`src/rtl/led_frame_if.sv`:
```
// Signal bundle between the LED frame sequencer, the frame RAM and the bit serializer.
// The sequencer uses the master view; the RAM/serializer side uses the slave view.
interface led_frame_if #(
  parameter int ADDR_W = 6
);
  logic              frame_req;
  logic [7:0]        brightness;
  logic              frame_busy;
  logic              frame_done;
  logic              pix_rd;
  logic [ADDR_W-1:0] pix_addr;
  logic [23:0]       pix_data;
  logic              ser_start;
  logic [23:0]       ser_data;
  logic              ser_done;
  logic              latch_active;

  modport master (
    input  frame_req, brightness, pix_data, ser_done,
    output frame_busy, frame_done, pix_rd, pix_addr, ser_start, ser_data, latch_active
  );

  modport slave (
    output frame_req, brightness, pix_data, ser_done,
    input  frame_busy, frame_done, pix_rd, pix_addr, ser_start, ser_data, latch_active
  );
endinterface

```
`src/rtl/led_frame_sequencer.sv`:
```
// Walks the WS2812B chain in serpentine column-major order, fetches and scales each pixel,
// feeds the serializer, then holds the latch gap before reporting frame_done.
//
// state    | meaning
// IDLE     | waiting for frame_req or a pending request
// FETCH    | frame RAM read strobe for the current (row,col)
// CAPTURE  | RAM data valid; scale and register into ser_data
// LOAD     | ser_start pulse
// WAIT_SER | waiting for ser_done, then advance or finish
// LATCH    | line held low for LATCH_CYCLES
// DONE     | frame_done pulse
module led_frame_sequencer #(
  parameter int WIDTH        = 8,
  parameter int HEIGHT       = 8,
  parameter int ADDR_W       = 6,
  parameter int LATCH_CYCLES = 2400
) (
  input  logic        clk,
  input  logic        reset,
  led_frame_if.master bus
);
  localparam int NUM_LEDS = WIDTH * HEIGHT;
  localparam int CW = (WIDTH > 1)    ? $clog2(WIDTH)    : 1;
  localparam int RW = (HEIGHT > 1)   ? $clog2(HEIGHT)   : 1;
  localparam int IW = (NUM_LEDS > 1) ? $clog2(NUM_LEDS) : 1;
  localparam int LW = $clog2(LATCH_CYCLES);

  localparam logic [RW-1:0] ROW_LAST = RW'(HEIGHT - 1);
  localparam logic [IW-1:0] IDX_LAST = IW'(NUM_LEDS - 1);
  localparam logic [LW-1:0] LAT_LAST = LW'(LATCH_CYCLES - 1);

  typedef enum logic [2:0] {IDLE, FETCH, CAPTURE, LOAD, WAIT_SER, LATCH, DONE} state_t;

  state_t      state_q, state_d;
  logic        pend_q, pend_d;
  logic [7:0]  bright_q, bright_d;
  logic [CW-1:0] col_q, col_d;
  logic [RW-1:0] row_q, row_d;
  logic [IW-1:0] idx_q, idx_d;
  logic [LW-1:0] lat_q, lat_d;
  logic [23:0] ser_data_q, ser_data_d;
  logic [ADDR_W-1:0] addr_cur;

  // out = (v * (b+1)) >> 8; the product tops out at 255*256 so 16 bits suffice
  function automatic logic [7:0] scale(input logic [7:0] v, input logic [7:0] b);
    logic [15:0] p;
    p = 16'(v) * (16'(b) + 16'd1);
    return 8'(p >> 8);
  endfunction

  assign addr_cur     = ADDR_W'(row_q) * ADDR_W'(WIDTH) + ADDR_W'(col_q);
  assign bus.ser_data = ser_data_q;

  always_comb begin
    state_d          = state_q;
    pend_d           = pend_q;
    bright_d         = bright_q;
    col_d            = col_q;
    row_d            = row_q;
    idx_d            = idx_q;
    lat_d            = lat_q;
    ser_data_d       = ser_data_q;
    bus.frame_busy   = (state_q != IDLE);
    bus.frame_done   = 1'b0;
    bus.pix_rd       = 1'b0;
    bus.pix_addr     = '0;
    bus.ser_start    = 1'b0;
    bus.latch_active = 1'b0;

    if (bus.frame_req && (state_q != IDLE)) pend_d = 1'b1;

    case (state_q)
      IDLE: begin
        if (bus.frame_req || pend_q) begin
          state_d  = FETCH;
          bright_d = bus.brightness;
          col_d    = '0;
          row_d    = '0;
          idx_d    = '0;
          pend_d   = 1'b0;
        end
      end
      FETCH: begin
        bus.pix_rd   = 1'b1;
        bus.pix_addr = addr_cur;
        state_d      = CAPTURE;
      end
      CAPTURE: begin
        ser_data_d = {scale(bus.pix_data[23:16], bright_q),
                      scale(bus.pix_data[15:8],  bright_q),
                      scale(bus.pix_data[7:0],   bright_q)};
        state_d    = LOAD;
      end
      LOAD: begin
        bus.ser_start = 1'b1;
        state_d       = WAIT_SER;
      end
      WAIT_SER: begin
        if (bus.ser_done) begin
          if (idx_q == IDX_LAST) begin
            state_d = LATCH;
            lat_d   = '0;
          end else begin
            state_d = FETCH;
            idx_d   = idx_q + IW'(1);
            // row is kept on a column change: an odd column starts where the even one ended
            if (!col_q[0]) begin
              if (row_q == ROW_LAST) col_d = col_q + CW'(1);
              else                   row_d = row_q + RW'(1);
            end else begin
              if (row_q == '0) col_d = col_q + CW'(1);
              else             row_d = row_q - RW'(1);
            end
          end
        end
      end
      LATCH: begin
        bus.latch_active = 1'b1;
        if (lat_q == LAT_LAST) state_d = DONE;
        else                   lat_d   = lat_q + LW'(1);
      end
      DONE: begin
        bus.frame_done = 1'b1;
        state_d        = IDLE;
      end
      default: state_d = IDLE;
    endcase
  end

  always_ff @(posedge clk) begin
    if (reset) begin
      state_q    <= IDLE;
      pend_q     <= 1'b0;
      bright_q   <= '0;
      col_q      <= '0;
      row_q      <= '0;
      idx_q      <= '0;
      lat_q      <= '0;
      ser_data_q <= '0;
    end else begin
      state_q    <= state_d;
      pend_q     <= pend_d;
      bright_q   <= bright_d;
      col_q      <= col_d;
      row_q      <= row_d;
      idx_q      <= idx_d;
      lat_q      <= lat_d;
      ser_data_q <= ser_data_d;
    end
  end
endmodule

```
`src/flat_wrapper.sv`:
```
// flat-port wrapper written by rule: the top's interface ports become plain ports
module led_frame_sequencer_flat 
#(
  parameter int WIDTH        = 8,
  parameter int HEIGHT       = 8,
  parameter int ADDR_W       = 6,
  parameter int LATCH_CYCLES = 2400
)
  (clk, reset, bus_frame_req, bus_brightness, bus_pix_data, bus_ser_done, bus_frame_busy, bus_frame_done, bus_pix_rd, bus_pix_addr, bus_ser_start, bus_ser_data, bus_latch_active);
  led_frame_if #(.ADDR_W(ADDR_W)) bus_i ();
  input  logic clk;
  input  logic reset;
  input wire logic [$bits(bus_i.frame_req)-1:0] bus_frame_req;
  input wire logic [$bits(bus_i.brightness)-1:0] bus_brightness;
  input wire logic [$bits(bus_i.pix_data)-1:0] bus_pix_data;
  input wire logic [$bits(bus_i.ser_done)-1:0] bus_ser_done;
  output wire logic [$bits(bus_i.frame_busy)-1:0] bus_frame_busy;
  output wire logic [$bits(bus_i.frame_done)-1:0] bus_frame_done;
  output wire logic [$bits(bus_i.pix_rd)-1:0] bus_pix_rd;
  output wire logic [$bits(bus_i.pix_addr)-1:0] bus_pix_addr;
  output wire logic [$bits(bus_i.ser_start)-1:0] bus_ser_start;
  output wire logic [$bits(bus_i.ser_data)-1:0] bus_ser_data;
  output wire logic [$bits(bus_i.latch_active)-1:0] bus_latch_active;
  assign bus_i.frame_req = bus_frame_req;
  assign bus_i.brightness = bus_brightness;
  assign bus_i.pix_data = bus_pix_data;
  assign bus_i.ser_done = bus_ser_done;
  assign bus_frame_busy = bus_i.frame_busy;
  assign bus_frame_done = bus_i.frame_done;
  assign bus_pix_rd = bus_i.pix_rd;
  assign bus_pix_addr = bus_i.pix_addr;
  assign bus_ser_start = bus_i.ser_start;
  assign bus_ser_data = bus_i.ser_data;
  assign bus_latch_active = bus_i.latch_active;
  led_frame_sequencer #(.WIDTH(WIDTH), .HEIGHT(HEIGHT), .ADDR_W(ADDR_W), .LATCH_CYCLES(LATCH_CYCLES)) u_core (.clk(clk), .reset(reset), .bus(bus_i));
endmodule
```
`config.mk`:
```
export PLATFORM = sky130hd
export DESIGN_NAME = led_frame_sequencer_flat
export DESIGN_NICKNAME = d
export VERILOG_FILES = /design/src/rtl/led_frame_if.sv /design/src/rtl/led_frame_sequencer.sv /design/src/flat_wrapper.sv
export SDC_FILE = /design/constraint.sdc
export NUM_CORES = 1
export LEC_CHECK = 0
export CORE_ASPECT_RATIO = 1.1
export CORE_MARGIN = 1
export CORE_UTILIZATION = 55
export CTS_CLUSTER_SIZE = 14
export DETAILED_ROUTE_END_ITERATION = 6
export PLACE_DENSITY = 0.89
export SETUP_SLACK_MARGIN = 0.02
export SLEW_MARGIN = 15
export SYNTH_ARGS = -nofsm -noshare
export SYNTH_HDL_FRONTEND = slang
export SYNTH_SLANG_ARGS = --single-unit
```
`constraint.sdc`:
```
create_clock -name clk -period 5.4 [get_ports clk]
set_clock_uncertainty 0.05 [all_clocks]
set_input_delay 1.08 -clock clk [delete_from_list [all_inputs] [get_ports clk]]
set_output_delay 1.08 -clock clk [all_outputs]
set_load 0.02 [all_outputs]
```
# After elaboration in Yosys (flattened, before gate mapping)
# Cells that the tools add are included.
dict set report word_totals {
  reg_bits 60
  wordCells 85
}
dict set report classes {
  add_sub_neg 7
  eq_ne 19
  n_mux 34
  n_mul 3
  n_reduce_logical 13
}
# op n
set ops {}
lappend ops {{8-bit by 16-bit multiplier with 16-bit output} 3}
lappend ops {{3-bit 2-to-1 mux} 15}
lappend ops {{12-bit 2-to-1 mux} 3}
lappend ops {{6-bit 2-to-1 mux} 4}
lappend ops {{12-bit one-hot mux with 2 select lines} 1}
lappend ops {{3-bit one-hot mux with 6 select lines} 1}
lappend ops {{12-bit by 1-bit adder with 12-bit output (second input constant)} 1}
lappend ops {{12-bit == test (second input constant)} 1}
lappend ops {{3-bit == test (second input constant)} 4}
lappend ops {{3-bit one-hot mux with 2 select lines} 2}
lappend ops {{6-bit one-hot mux with 2 select lines} 1}
lappend ops {{6-bit AND reduction} 2}
lappend ops {{8-bit by 1-bit adder with 9-bit output (second input constant)} 1}
lappend ops {{4-bit AND reduction} 2}
lappend ops {{1-bit 2-to-1 mux} 7}
lappend ops {{3-bit by 1-bit adder with 3-bit output (second input constant)} 2}
lappend ops {{6-bit by 1-bit adder with 6-bit output (second input constant)} 1}
lappend ops {{6-bit by 3-bit adder with 6-bit output} 1}
lappend ops {{3-bit by 2-bit == test with 1-bit output (second input constant)} 2}
lappend ops {{6-bit == test (second input constant)} 1}
lappend ops {{3-bit logical NOT} 2}
lappend ops {{2-bit by 1-bit != test with 1-bit output (second input constant)} 3}
lappend ops {{2-bit != test (second input constant)} 3}
lappend ops {{3-bit != test (second input constant)} 2}
lappend ops {{10 further kinds} 11}

# Logic depth before layout (Yosys ltp)
dict set report depth {
  word_depth 6
  mapped_depth 22
}

# Least setup slack after synthesis
# Ideal clock, no wire load.
dict set report synth_timing {
  path_kind {reg-to-reg}
  from {reg u_core.bright_q[0]}
  to {reg u_core.ser_data_q[21] (netlist: u_core.bus.ser_data[21])}
  setup_ns 0.117
  slack_ns 0.219
  stages_incl_launch_ff 19
  arrival_ns 5.013
  t_required_ns 5.233
  path_cell_list {dfxtp_1 -> ha_1 -> nand3_1 -> xnor2_1 -> clkbuf_1 -> nand2_1 -> fa_1 -> fa_1 -> inv_1 -> fa_1 -> fa_1 -> ha_1 -> a2111oi_0 -> o31a_1 -> o21ai_2 -> a31oi_2 -> o21bai_1 -> or2_1 -> a32o_1}
}
dict set report synth_via {
  elab_chain_cells 2
}
# item line
set synth_lines {}
lappend synth_lines {{start: declaration} led_frame_sequencer.sv:36} ;# logic [7:0] bright_q, bright_d;
lappend synth_lines {{start signal: assignment} led_frame_sequencer.sv:143} ;# bright_q <= bright_d;
lappend synth_lines {{8-bit by 1-bit adder with 9-bit output} led_frame_sequencer.sv:47} ;# p = 16'(v) * (16'(b) + 16'd1);
lappend synth_lines {{8-bit by 16-bit multiplier with 16-bit output} led_frame_sequencer.sv:47}
lappend synth_lines {{end signal: assignment} led_frame_sequencer.sv:148} ;# ser_data_q <= ser_data_d;
lappend synth_lines {{end: declaration} led_frame_sequencer.sv:41} ;# logic [23:0] ser_data_q, ser_data_d;
# Every way passes these cells.
# A chain may end at the register's enable or synchronous reset.

# Worst setup path after layout
dict set report layout_timing {
  from {in bus_pix_data[23]}
  to {reg u_core.ser_data_q[21] (netlist: u_core.bus.ser_data[21])}
}
dict set report layout_via {
  elab_chain_cells 1
}
# item line
set layout_lines {}
lappend layout_lines {{start: declaration} flat_wrapper.sv:15} ;# input wire logic [$bits(bus_i.pix_data)-1:0] bus_pix_data;
lappend layout_lines {{8-bit by 16-bit multiplier with 16-bit output} led_frame_sequencer.sv:47}
# Every way passes these cells.

==> run summary <==
Data on the critical path arrives at its endpoint at 5.49 ns. Die area: 16700 sq um. The post-synth net total is 1277, and the timing-limited maximum frequency is 0.188 GHz. The layout has 1098 filler cells. The tools report the startpoint of the most critical hold path as u_core.bus.ser_data[18]$_SDFFE_PP0P_.

The number of clock sinks seen by CTS is 60, and the final cell utilization of the core is 68.6%. For the maximum vdd ir drop, the log shows 0.233 mV. For this design the ratio of total power to cell area is 228 nW/um^2. The final hold violation count is 0, and the detailed-placement wirelength estimate is 16.4 mm. The slowest stage of the critical path belongs to the cell sky130_fd_sc_hd__fa_1.

Per report_power, the combinational group accounts for 56.1% of the total. In the final layout, the share of cells above drive strength 1 is 10.8%. The worst setup path is launched from a primary input. The share of the clock period used by the worst path was 98.4%.

Timing analysis after detailed placement gives a worst setup slack of -0.431 ns. The cell family contributing the most delay on the critical path is adder cells. The logs give 0.15 ns for the slack of the worst reg-to-reg path and 19.9% for the sequential power share. In this run the horizontal extent of the chip is 123 microns. After synthesis, the share of flip-flops with an asynchronous set or reset is 0%. In this run the power spent charging and discharging nets is 1010 uW. The floorplan has 48 rows.

TritonCTS built the clock tree. Summing the sequential cell areas from Yosys gives 13.5% of the chip area. The number of storage elements in the synthesis netlist works out to 60. The tool flagged a number of max-cap violations equal to 0. The remaining antenna violation count after routing was 0. In the synthesized netlist the dominant register cell turns out to be sky130_fd_sc_hd__dfxtp_1.

Number of antenna violations at the first check in global routing: 0. The sequential cells in the finished layout cover a total of 1210 sq um. The number of standard cells in the final layout excluding fillers was 1343; the overflow left after global routing was 0.

I/O pin total: 71. The placer congestion estimate was 0.885; the number of antenna repair diodes was 0. TritonCTS created 9 clock buffers. The startpoint of the worst register-to-register path is u_core.bright_q[4]$_SDFFE_PP0P_. The clock edge transition at the registers on the reported setup and hold paths was 0.05 ns; the detailed-router iteration count before antenna repair was 5. After the first detailed-routing iteration, the DRC count stood at 640. The number of global-route vias before repair was 7646; the area taken by multi-input logic gates was 7090 sq um. For the worst setup path, the data required time is 5.57 ns. Summing all non-filler instances in the final layout gives an area of 10800 sq um. The total area inside the core boundary comes to 15700 sq um. The tools report the number of vias after detailed routing as 7468. For this run, the slowest stage of the critical path takes 0.58 ns. The category of the most critical setup path is primary input to flop. The final-report max-slew violation count was 0; the cell count after synthesis was 1020. Sum of buffers and inverters on the critical path: 2. Worst slew margin relative to its limit: 40.0%. The transition time at the pin with the least slew margin is 0.894 ns. The run finished with clean final reports.

In this run switching power makes up 41.0% of total power. The pin count of the biggest net entering global routing came out at 31. Number of cells in the design after placement: 1314.

For this run, the total global-route usage over all layers was measured as 27.3%. Shortest period the worst path allows: 5.31 ns. The nature of the critical path endpoint is a flop. The buffer cell driving the clock tree root was sky130_fd_sc_hd__clkbuf_16.

First-pass GRT wire length: 36.1 mm. Yosys printed 0 warnings. During placement, the flow inserted port buffers numbering 70.

After detailed routing, the number of remaining DRC violations is 0. The worst register-to-register path has a depth of 19. For the final routed database, the setup TNS stands at 0 ns.

The worst hold path was traced through 2 stages. In the post-route analysis, the smallest setup slack over all paths is 0.0865 ns. In the final routed layout, each cell accounts on average for 16.8 microns.

The initial utilization of the core area, before any placement, comes to 56.6%. The number of hold buffers added after CTS was 0. Walking the worst path, the cells encountered are clkdlybuf4s50_1, nand2b_1, fa_1, fa_1, inv_1, fa_1, fa_1, ha_4, a2111oi_4, o31a_1, o21ai_4, a31oi_4, o21bai_1, or2_1, a32o_1.

Sum of routed wire length over all layers: 22.5 mm. Setup violations remaining at the end of the flow were counted as 0. The synthesized design contains 0 enable-type register cells. The critical path's most frequent cell is sky130_fd_sc_hd__fa_1. The endpoint identified for the worst register-to-register timing path is u_core.bus.ser_data[21]$_SDFFE_PP0P_. For the latest clock arrival within the worst-skew pair, the log shows 0.33 ns. After the last flow step, the layout net total stands at 1395. The mapped netlist covers 8910 sq um.

Post-detailed-route via-to-cell ratio: 5.56. The run gives 1450 uW as the internal cell power. For this design the static power due to leakage is 0.00548 uW. The total placed instance area is 10200 sq um, and the largest fanout on the critical path is 3.

From bottom edge to top edge, the die measures 135 microns. The path type of the worst min-delay path is flop to flop. The tools report the sink of the worst hold path as u_core.bus.ser_data[18]$_SDFFE_PP0P_. The CTS H-tree depth was 3; the deepest clock path buffer count was 2. The clock share of power is 24.0%, and the average size of a mapped cell is 8.73 sq um. The relative area change from synthesis to final layout works out to 21.3%. For the count of distinct cell types in the synthesized netlist, the log shows 65.
==> layer usage <==
metal / vias to the layer above / wire [microns] / GRT usage (%)
li1: 3451 / - / -
met1: 3748 / 9330 / 36.2
met2: 230 / 11500 / 46.0
met3: 39 / 1150 / 3.37
met4: 0 / 515 / 8.63
met5: - / 0 / 0
==> tightest hold or removal path, delay by kind of cell (launching register included) <==
kind	cells	cell delay, ns
and+or+nand+nor	1	0.05
AOI/OAI and AO/OA	1	0.05
DFF	1	0.30
==> worst max path at each step <==
stage	start	slack (ns)	cells after the start	endpoint
3_3_place_gp	bus_pix_data[20]	-0.35	15	u_core.bus.ser_data[21]$_SDFFE_PP0P_
3_5_place_dp	bus_pix_data[20]	-0.43	15	u_core.bus.ser_data[21]$_SDFFE_PP0P_
2_1_floorplan	u_core.bright_q[0]$_SDFFE_PP0P_	0.22	18	u_core.bus.ser_data[21]$_SDFFE_PP0P_
4_1_cts	bus_pix_data[23]	0.02	15	u_core.bus.ser_data[21]$_SDFFE_PP0P_
5_1_grt	bus_pix_data[23]	-0.05	15	u_core.bus.ser_data[21]$_SDFFE_PP0P_
6_report	bus_pix_data[23]	0.09	15	u_core.bus.ser_data[21]$_SDFFE_PP0P_
==> metrics by stage <==
stage               power [uW]  hold WS [ns]
finish                    2460         0.401
global route              2650         0.417
CTS                       2370         0.404
detailed placement        1770         0.395
global placement          1710         0.389
floorplan                 1340         0.407
==> power groups by stage <==
stage               logic, uW  clock network (uW)  registers, uW
finish                   1380                 592            489
floorplan                 841                   0            503
global placement         1220                   0            495
detailed placement       1270                   0            496
global route             1550                 616            492
CTS                      1290                 596            487
==> flip-flops by register name (all words and copies together), names as in the netlist <==
signal / count
u_core.bright_q: 8
u_core.bus.ser_data: 24
u_core.col_q: 3
u_core.idx_q: 6
u_core.lat_q: 12
u_core.pend_q: 1
u_core.row_q: 3
u_core.state_q: 3
==> kinds of logic after synthesis <==
kind of cell	after synthesis	synth area share, %
compound gates	104	8.13
xor+xnor	55	5.41
fa+ha+maj	221	41.2
buf+inv	194	8.27
flops	60	13.5
mux	2	0.239
simple gates	384	23.2
==> cells in the mapped netlist (2+ instances only) <==
cell type | n | area share (%)
sky130_fd_sc_hd__inv_1 | 161 | 6.8
sky130_fd_sc_hd__and2_1 | 150 | 11
sky130_fd_sc_hd__fa_1 | 121 | 27
sky130_fd_sc_hd__nand2_1 | 104 | 4.4
sky130_fd_sc_hd__ha_1 | 100 | 14
sky130_fd_sc_hd__dfxtp_1 | 60 | 13
sky130_fd_sc_hd__nor2_1 | 45 | 1.9
sky130_fd_sc_hd__a21oi_1 | 40 | 2.2
sky130_fd_sc_hd__xnor2_1 | 29 | 2.9
sky130_fd_sc_hd__clkbuf_1 | 26 | 1.1
sky130_fd_sc_hd__xor2_1 | 26 | 2.6
sky130_fd_sc_hd__nor2b_1 | 17 | 1.2
sky130_fd_sc_hd__nand3_1 | 15 | 0.84
sky130_fd_sc_hd__nand4_1 | 10 | 0.70
sky130_fd_sc_hd__and3_1 | 9 | 0.63
sky130_fd_sc_hd__nand2b_1 | 9 | 0.63
sky130_fd_sc_hd__a21o_1 | 8 | 0.67
sky130_fd_sc_hd__a22o_1 | 6 | 0.59
sky130_fd_sc_hd__nor3_1 | 6 | 0.34
sky130_fd_sc_hd__o21ai_0 | 6 | 0.34
sky130_fd_sc_hd__o21bai_1 | 6 | 0.51
sky130_fd_sc_hd__buf_2 | 4 | 0.22
sky130_fd_sc_hd__o21ai_1 | 4 | 0.22
sky130_fd_sc_hd__o31ai_1 | 4 | 0.34
sky130_fd_sc_hd__a21oi_2 | 3 | 0.30
sky130_fd_sc_hd__nand3b_1 | 3 | 0.25
sky130_fd_sc_hd__o21a_1 | 3 | 0.25
sky130_fd_sc_hd__a211oi_1 | 2 | 0.17
sky130_fd_sc_hd__a41oi_1 | 2 | 0.20
sky130_fd_sc_hd__buf_1 | 2 | 0.084
sky130_fd_sc_hd__nand4b_1 | 2 | 0.20
sky130_fd_sc_hd__nor4bb_1 | 2 | 0.22
sky130_fd_sc_hd__o31a_1 | 2 | 0.20
sky130_fd_sc_hd__or4_1 | 2 | 0.17
==> final cells by class <==
type | instances | area share [%]
Multi-Input combinational cell | 766 | 65.6
Timing Repair Buffer | 140 | 12.4
Sequential cell | 60 | 11.2
Inverter | 161 | 5.60
Clock buffer | 11 | 2.34
Tap cell | 200 | 2.32
Clock inverter | 5 | 0.545
==> what timing repair did <==
action                     4_1_cts  5_1_grt
resized for setup                8       38
gates cloned                     0        1
pin swaps                        2       14
buffers inserted                 1       11
setup endpoints to repair        5       14
==> cell usage in the layout (no fill, tap or decap), types with 6 or more instances in the layout <==
cell	instances
sky130_fd_sc_hd__inv_1	161
sky130_fd_sc_hd__and2_1	148
sky130_fd_sc_hd__fa_1	121
sky130_fd_sc_hd__nand2_1	104
sky130_fd_sc_hd__ha_1	98
sky130_fd_sc_hd__buf_4	59
sky130_fd_sc_hd__dfxtp_1	56
sky130_fd_sc_hd__clkdlybuf4s50_1	55
sky130_fd_sc_hd__nor2_1	42
sky130_fd_sc_hd__a21oi_1	38
sky130_fd_sc_hd__xnor2_1	29
sky130_fd_sc_hd__xor2_1	23
sky130_fd_sc_hd__nor2b_1	17
sky130_fd_sc_hd__nand3_1	15
sky130_fd_sc_hd__nand4_1	10
sky130_fd_sc_hd__clkbuf_16	10
sky130_fd_sc_hd__and3_1	9
sky130_fd_sc_hd__nand2b_1	9
sky130_fd_sc_hd__dlymetal6s2s_1	9
sky130_fd_sc_hd__a21o_1	8
sky130_fd_sc_hd__o21bai_1	6
sky130_fd_sc_hd__a22o_1	6
sky130_fd_sc_hd__dlygate4sd2_1	6
(Power assumes the default switching activity.)
